File: config.mk
export PLATFORM = sky130hd
export DESIGN_NAME = adc_dac_pattern_gen
export DESIGN_NICKNAME = d
export VERILOG_FILES = /design/src/rtl/adc_dac_pattern_gen.sv
export SDC_FILE = /design/constraint.sdc
export NUM_CORES = 1
export LEC_CHECK = 0
export CAP_MARGIN = 20
export CORE_MARGIN = 8
export CORE_UTILIZATION = 45
export CTS_BUF_LIST = sky130_fd_sc_hd__clkbuf_4 sky130_fd_sc_hd__clkbuf_8
export CTS_CLUSTER_SIZE = 30
export DETAILED_ROUTE_END_ITERATION = 10
export PLACE_DENSITY_LB_ADDON = 0.15
export SLEW_MARGIN = 20
export SYNTH_ARGS = -nofsm -noshare
export SYNTH_HDL_FRONTEND = slang
export SYNTH_SLANG_ARGS = --single-unit
export TNS_END_PERCENT = 5
File: constraint.sdc
create_clock -name ad_clk -period 2 [get_ports ad_clk]
set_input_delay 0.4 -clock ad_clk [delete_from_list [all_inputs] [get_ports ad_clk]]
set_output_delay 0.4 -clock ad_clk [all_outputs]
set_load 0.05 [all_outputs]
File: src/rtl/adc_dac_pattern_gen.sv
// ADC/DAC test-pattern engine: lock-gated DAC start-up, four selectable patterns,
// optional windowed ADC min/max detector enabled by the macro ADC_PEAK_DET_EN.
module adc_dac_pattern_gen #(
    parameter int unsigned DATA_W     = 8,
    parameter int unsigned SETTLE_CYC = 256,
    parameter int unsigned SQ_HALF    = 16,
    parameter int unsigned WIN_LEN    = 1024
) (
    input  logic              ad_clk,
    input  logic              rst,
    input  logic              pll_lock,
    input  logic [1:0]        mode,
    input  logic [DATA_W-1:0] ad_data,
    output logic              ready,
    output logic              da_en,
    output logic [DATA_W-1:0] da_data,
    output logic [DATA_W-1:0] pk_max,
    output logic [DATA_W-1:0] pk_min,
    output logic              pk_valid
);

    localparam int unsigned CNT_W = (SETTLE_CYC > 1) ? $clog2(SETTLE_CYC) : 1;
    localparam int unsigned SQ_W  = (SQ_HALF > 1) ? $clog2(SQ_HALF) : 1;
    localparam logic [DATA_W-1:0] TOP = '1;

    typedef enum logic [1:0] {IDLE, SETTLE, RUN} state_t;

    state_t            state, state_nx;
    logic              lock_s1, lock_s2;
    logic [CNT_W-1:0]  settle_cnt;
    logic [DATA_W-1:0] ad_q;
    logic [1:0]        mode_q;
    logic [DATA_W-1:0] phase;
    logic [DATA_W-1:0] tri_val;
    logic              tri_dn;
    logic [SQ_W-1:0]   sq_cnt;
    logic              sq_lvl;
    logic [DATA_W-1:0] sample;
    logic              run_entry;
    logic              mode_upd;

    always_ff @(posedge ad_clk) begin
        if (rst) begin
            lock_s1 <= 1'b0;
            lock_s2 <= 1'b0;
            ad_q    <= '0;
        end else begin
            lock_s1 <= pll_lock;
            lock_s2 <= lock_s1;
            ad_q    <= ad_data;
        end
    end

    always_ff @(posedge ad_clk) begin
        if (rst) state <= IDLE;
        else     state <= state_nx;
    end

    always_comb begin
        state_nx = state;
        case (state)
            IDLE:    if (lock_s2) state_nx = SETTLE;
            SETTLE:  if (!lock_s2) state_nx = IDLE;
                     else if (settle_cnt == CNT_W'(SETTLE_CYC - 1)) state_nx = RUN;
            RUN:     if (!lock_s2) state_nx = IDLE;
            default: state_nx = IDLE;
        endcase
    end

    always_ff @(posedge ad_clk) begin
        if (rst || state != SETTLE || state_nx != SETTLE) settle_cnt <= '0;
        else                                              settle_cnt <= settle_cnt + CNT_W'(1);
    end

    assign ready     = (state == RUN);
    assign run_entry = (state != RUN) && (state_nx == RUN);
    assign mode_upd  = run_entry || (state == RUN && lock_s2 && mode != mode_q);

    always_comb begin
        case (mode_q)
            2'd0:    sample = phase;
            2'd1:    sample = ad_q;
            2'd2:    sample = tri_val;
            default: sample = {DATA_W{sq_lvl}};
        endcase
    end

    // Outputs are taken from the pre-update generator state, so a mode change shows up one edge later.
    always_ff @(posedge ad_clk) begin
        if (rst) begin
            mode_q  <= '0;
            phase   <= '0;
            tri_val <= '0;
            tri_dn  <= 1'b0;
            sq_cnt  <= '0;
            sq_lvl  <= 1'b0;
            da_en   <= 1'b0;
            da_data <= '0;
        end else begin
            if (state == RUN && lock_s2) begin
                da_en   <= 1'b1;
                da_data <= sample;
            end else begin
                da_en   <= 1'b0;
                da_data <= '0;
            end

            if (mode_upd) mode_q <= mode;

            if (!lock_s2 || mode_upd) begin
                phase   <= '0;
                tri_val <= '0;
                tri_dn  <= 1'b0;
                sq_cnt  <= '0;
                sq_lvl  <= 1'b0;
            end else if (state == RUN) begin
                phase <= phase + DATA_W'(1);

                if (!tri_dn) begin
                    if (tri_val == TOP) begin
                        tri_val <= TOP - DATA_W'(1);
                        tri_dn  <= (DATA_W > 1);
                    end else begin
                        tri_val <= tri_val + DATA_W'(1);
                    end
                end else if (tri_val == DATA_W'(1)) begin
                    tri_val <= '0;
                    tri_dn  <= 1'b0;
                end else begin
                    tri_val <= tri_val - DATA_W'(1);
                end

                if (sq_cnt == SQ_W'(SQ_HALF - 1)) begin
                    sq_cnt <= '0;
                    sq_lvl <= ~sq_lvl;
                end else begin
                    sq_cnt <= sq_cnt + SQ_W'(1);
                end
            end
        end
    end

`ifdef ADC_PEAK_DET_EN
    localparam int unsigned WIN_W = $clog2(WIN_LEN);

    logic [WIN_W-1:0]  win_cnt;
    logic [DATA_W-1:0] run_min, run_max;
    logic [DATA_W-1:0] cur_min, cur_max;

    // The first sample of a window seeds the running values instead of being compared.
    always_comb begin
        cur_min = (win_cnt == '0 || ad_q < run_min) ? ad_q : run_min;
        cur_max = (win_cnt == '0 || ad_q > run_max) ? ad_q : run_max;
    end

    always_ff @(posedge ad_clk) begin
        if (rst) begin
            win_cnt  <= '0;
            run_min  <= '0;
            run_max  <= '0;
            pk_min   <= '0;
            pk_max   <= '0;
            pk_valid <= 1'b0;
        end else begin
            pk_valid <= 1'b0;
            if (state == RUN) begin
                run_min <= cur_min;
                run_max <= cur_max;
                if (win_cnt == WIN_W'(WIN_LEN - 1)) begin
                    pk_min   <= cur_min;
                    pk_max   <= cur_max;
                    pk_valid <= 1'b1;
                    win_cnt  <= '0;
                end else begin
                    win_cnt <= win_cnt + WIN_W'(1);
                end
            end else begin
                win_cnt <= '0;
            end
        end
    end
`else
    assign pk_max   = '0;
    assign pk_min   = '0;
    assign pk_valid = 1'b0;
`endif

endmodule
## Word-level counts from Yosys, hierarchy flattened

Index checks and enable logic that the tools add are counted.

| operators by class | value |
|---|---|
| reduce and logical (&&, ||, !) cells | 13 |
| muxes and demuxes | 14 |
| add/sub/neg operators | 5 |
| equal/unequal tests | 13 |
| bitwise gates (word level) | 2 |

Operators with widths:

| cell | number |
|---|---|
| 8-bit by 1-bit adder with 8-bit output, second input constant | 3 |
| 8-bit 2-to-1 mux | 3 |
| 8-bit one-hot mux with 3 select lines | 1 |
| 8-bit equality test, second input constant | 2 |
| 8-bit by 1-bit equality test with 1-bit output, second input constant | 1 |
| 2-bit 2-to-1 mux | 4 |
| 8-bit by 1-bit subtractor with 8-bit output, second input constant | 1 |
| 2-bit equality test, second input constant | 3 |
| 2-bit one-hot mux with 3 select lines | 1 |
| 4-bit by 1-bit adder with 4-bit output, second input constant | 1 |
| 2-bit by 1-bit equality test with 1-bit output, second input constant | 2 |
| 4-bit equality test, second input constant | 1 |
| 2-bit logical NOT | 2 |
| 1-bit logical OR | 4 |
| 1-bit 2-to-1 mux | 4 |
| 4-bit 2-to-1 mux | 1 |
| 2-bit by 1-bit inequality test with 1-bit output, second input constant | 2 |
| 2-bit OR reduction | 2 |
| 1-bit logical AND | 3 |
| 2-bit inequality test | 1 |
| 2-bit inequality test, second input constant | 1 |
| 1-bit NOT | 2 |
| 2-bit AND reduction | 1 |
| 1-bit logical NOT | 1 |

| word-level totals | value |
|---|---|
| register bits after elaboration | 53 |

## Longest topological paths before layout

| logic depth | value |
|---|---|
| depth in word-level cells | 9 |
| mapped depth | 7 |

## Least setup slack after synthesis

Ideal clock, no wire load.

| timing | value |
|---|---|
| path type | reg2reg |
| start | register tri_val[3] |
| end | register tri_val[7] |
| arrival | 1.598 ns |
| path buffers | 1 |
| slack | 0.328 ns |
| cell stages (with the launch flop) | 6 |
| required time | 1.926 ns |
| path through | dfxtp_1 -> buf_6 -> or4_4 -> nor4_1 -> mux2_2 -> a31oi_1 |

| between the ends | value |
|---|---|
| longest elaborated chain between the ends | 3 |
| elaborated cells on any way between the ends | 7 |
| those cells by class | add/sub (2); eq/ne (2); mux (3) |

Ends and longest elaborated chain:

| item | RTL line | source |
|---|---|---|
| from (decl) | 34 | `logic [DATA_W-1:0] tri_val;` |
| from (signal assigned) | 121 | `tri_val <= TOP - DATA_W'(1);` |
| from (signal assigned) | 124 | `tri_val <= tri_val + DATA_W'(1);` |
| from (signal assigned) | 130 | `tri_val <= tri_val - DATA_W'(1);` |
| 8-bit by 1-bit adder with 8-bit output (tied with other cells) | 124 |  |
| 8-bit 2-to-1 mux (on tied branches) | 120, 126 |  |
| 8-bit 2-to-1 mux * | 119 | `if (!tri_dn) begin` |

Every way passes the cells marked *; elsewhere a longest branch is shown, timed or not.
A chain may end at the register's enable or synchronous reset.

## Worst setup path in the final report

| timing | value |
|---|---|
| start | register da_data[2] |
| end | output port da_data[2] |

RTL lines:

| item | RTL line | source |
|---|---|---|
| from (decl) | 16 | `output logic [DATA_W-1:0] da_data,` |
| from (signal assigned) | 102 | `da_data <= sample;` |

No word-level cell between the ends.

==> metrics.md <==
| Metric | Value |
|---|---|
| Sink Count | 53 |
| FF-to-FF End | tri_val[1]$_SDFFE_PP0N_ |
| Yosys reg bits | 53 |
| Setup CP Type | flip-flop to output pin |
| Peak VDD IR | 0.406 mV |
| Worst EP arrival | 1.42 ns |
| Max Transition Viols Final | 0 |
| Cell family with most CP delay | buffers and inverters |
| Worst Hold Class | flip-flop to flip-flop |
| Fraction of layout instances using a drive strength above 1 | 12.4% |
| Place WS | 0.0188 ns |
| Die Span Y | 93.0 um |
| CP max stage cell | clkdlybuf4s50_1 |
| Total Routing Usage GR | 13.6% |
| Fin. Hold Viols | 0 |
| Post-DR vias/cell | 5.22 |
| Final #Nets | 356 |
| Core box area | 5820 sq um |
| P_leak | 1.10 nW |
| Distinct cells, synth | 51 |
| Max stage delay on crit path | 0.80 ns |
| # setup viols final | 0 |
| Die footprint | 8640 sq um |
| Final wirelength | 5660 um |
| Final worst-path cycle share | 91.2% |
| Syn-to-layout area delta | 15.3% |
| Initial Util | 45.8% |
| Largest net degree at the start of global routing | 27 |
| Post-route ant nets | 0 |
| Prevailing post-synth register cell | dfxtp_1 |
| R2R cell count | 7 |
| Outcome | finished, final reports clean |
| PD cells | 593 nW/um^2 |
| Setup ws final | 0.176 ns |
| Syn Inst Count | 310 |
| Hold slack | 0.444 ns |
| Clk slew on worst S/H paths | 0.09 ns |
| MaxCap Viol Count | 0 |
| Clock latency on the worst-skew pair | 0.30 ns |
| CP endpoint kind | output pin |
| Post-cts resize count | 0 |
| Root Driver | clkbuf_8 |
| I/O Buffers | 22 |
| Final Critical Period | 1.82 ns |
| Relative slew slack | 66.2% |
| H-tree depth | 2 |
| First-pass GRT wire length | 9690 um |
| R2R setup slack | 0.18 ns |
| I/O pins | 40 |
| Sequential fraction of the synthesis area | 39.8% |
| Grt ovf | 0 |
| R2r startpoint | settle_cnt[0]$_SDFF_PP0_ |
| Synth top area cells | dfxtp_1, a211oi_1, buf_4, nor2b_1, nor2_1 |
| Layout fillers | 602 |
| ANT cells | 0 |
| Vias in the first global route | 2070 |
| Skew final | 0.00588 ns |
| Routability cong. | 0.840 |
| Pre-Repair DR Iteration Count | 4 |
| Cell Chain, Critical Path | clkdlybuf4s50_1 |
| Stages on worst setup path | 1 |
| Worst EP required | 1.60 ns |
| Worst Setup SP | da_data[2]$_SDFF_PP0_ |
| Max Buffers Root-to-Sink | 2 |
| Leading area contributor after synthesis | dfxtp_1 |
| Detailed placement HPWL | 4270 um |
| Post-synth ARST share | 0% |
| Worst setup path endpoint | da_data[2] |
| Post-synth top cells | dfxtp_1, nor2_1, nand2_1 |
| Setup_tns | 0 ns |
| WL per Instance | 13.7 um |
| Row count | 28 |
| Syn. warnings | 0 |
| Critical path peak fanout | 1 |
| Fmax | 0.548 GHz |
| Number of DRC markers in iteration 0 | 85 |
| CTS tree | yes |
| CP bufs+invs | 1 |
| Worst Max-Slew Pin Slew | 0.505 ns |
| Post-Syn Area per Cell | 8.60 sq um |
| Hold buffers post-CTS | 0 |
| Total power | 1.82 mW |
| EDFF count, synth | 0 |
| Synthesized cell area | 2670 sq um |
| Post-CTS setup buffers | 0 |
| Count leader, synth | dfxtp_1 |
| TritonCTS Buffers | 5 |
| Die width | 93.0 um |
| Vias | 2154 |
| RSZ-0062 raised after global routing | false |
| Synth top area share | 39.8% |
| Initial antenna violation count | 0 |
| Drt drc | 0 |
| Startpoint Class | flip-flop |
## sequential cells by signal, summed over array words and instances (netlist names)
signal and flops:
ad_q 8, da_data 8, phase 8, settle_cnt 8, tri_val 8, sq_cnt 4, mode_q 2, state 2
da_en 1, lock_s1 1, lock_s2 1, sq_lvl 1, tri_dn 1
## cell usage in the layout (no fill, tap or decap), types with 7 or more instances in the layout
cell type        instances
nand2b_1                 8
nand2_1                 22
buf_4                   20
conb_1                  17
clkdlybuf4s50_1         21
a21oi_1                 13
nor2_1                  28
inv_1                    9
a211oi_1                19
xor2_1                  12
nor3_1                   8
o21ai_0                 12
xnor2_1                  7
dfxtp_1                 53
nor2b_1                 20
## worst min-delay path by stage
stage	startpoint	to	depth (start not counted)
CTS	lock_s1$_SDFF_PP0_	lock_s2$_SDFF_PP0_	1
floorplan	lock_s1$_SDFF_PP0_	lock_s2$_SDFF_PP0_	1
detailed placement	lock_s1$_SDFF_PP0_	lock_s2$_SDFF_PP0_	1
finish	lock_s1$_SDFF_PP0_	lock_s2$_SDFF_PP0_	1
global placement	lock_s1$_SDFF_PP0_	lock_s2$_SDFF_PP0_	1
global route	lock_s1$_SDFF_PP0_	lock_s2$_SDFF_PP0_	1
## layer usage
metal,up-vias,wire length [um],track usage [%]
met1,1010,2670,16.7
met2,36,2760,23.3
li1,1101,-,-
met3,7,180,2.67
met5,-,0,0
met4,0,49,4.43
## power breakdown
group | internal (mW) | switching, mW
Combinational | 0.0355 | 0.0889
Clock | 0.285 | 0.343
Sequential | 1.07 | 0.00320
## logic make-up (layout without fill, tap and decap cells)
kind of cell             Yosys count  count (layout)  synth area share, %
multiplexers                       3               3                 1.17
XOR/XNOR                          19              19                 6.24
adder cells (fa/ha/maj)            6               6                 2.82
AO/OA/AOI/OAI                     62              62                 16.1
flip-flops                        53              53                 39.8
other                              1              17                0.141
buffers and inverters             47              59                 9.76
AND/OR/NAND/NOR                  119             119                 23.9
## metrics by stage
stage / utilization, % / instances / cell area, sq um
6_report: 52.8 / 413 / 3070
5_1_grt: 52.8 / 413 / 3070
4_1_cts: 52.8 / 413 / 3070
3_5_place_dp: 51.1 / 405 / 2970
3_3_place_gp: 51.1 / 405 / 2970
2_1_floorplan: - / 326 / 2730
## cell type report
cell class                 count  area [sq um]  share of cell area (%)
inverter                       9          33.8                    1.10
multi-input combinational    226          1400                    45.7
clock inverter                 2          16.3                   0.530
sequential                    53          1060                    34.5
tap                           75          93.8                    3.05
timing repair buffer          42           380                    12.4
clock buffer                   6          82.6                    2.69
No activity file was read; power rests on OpenSTA's default activity.
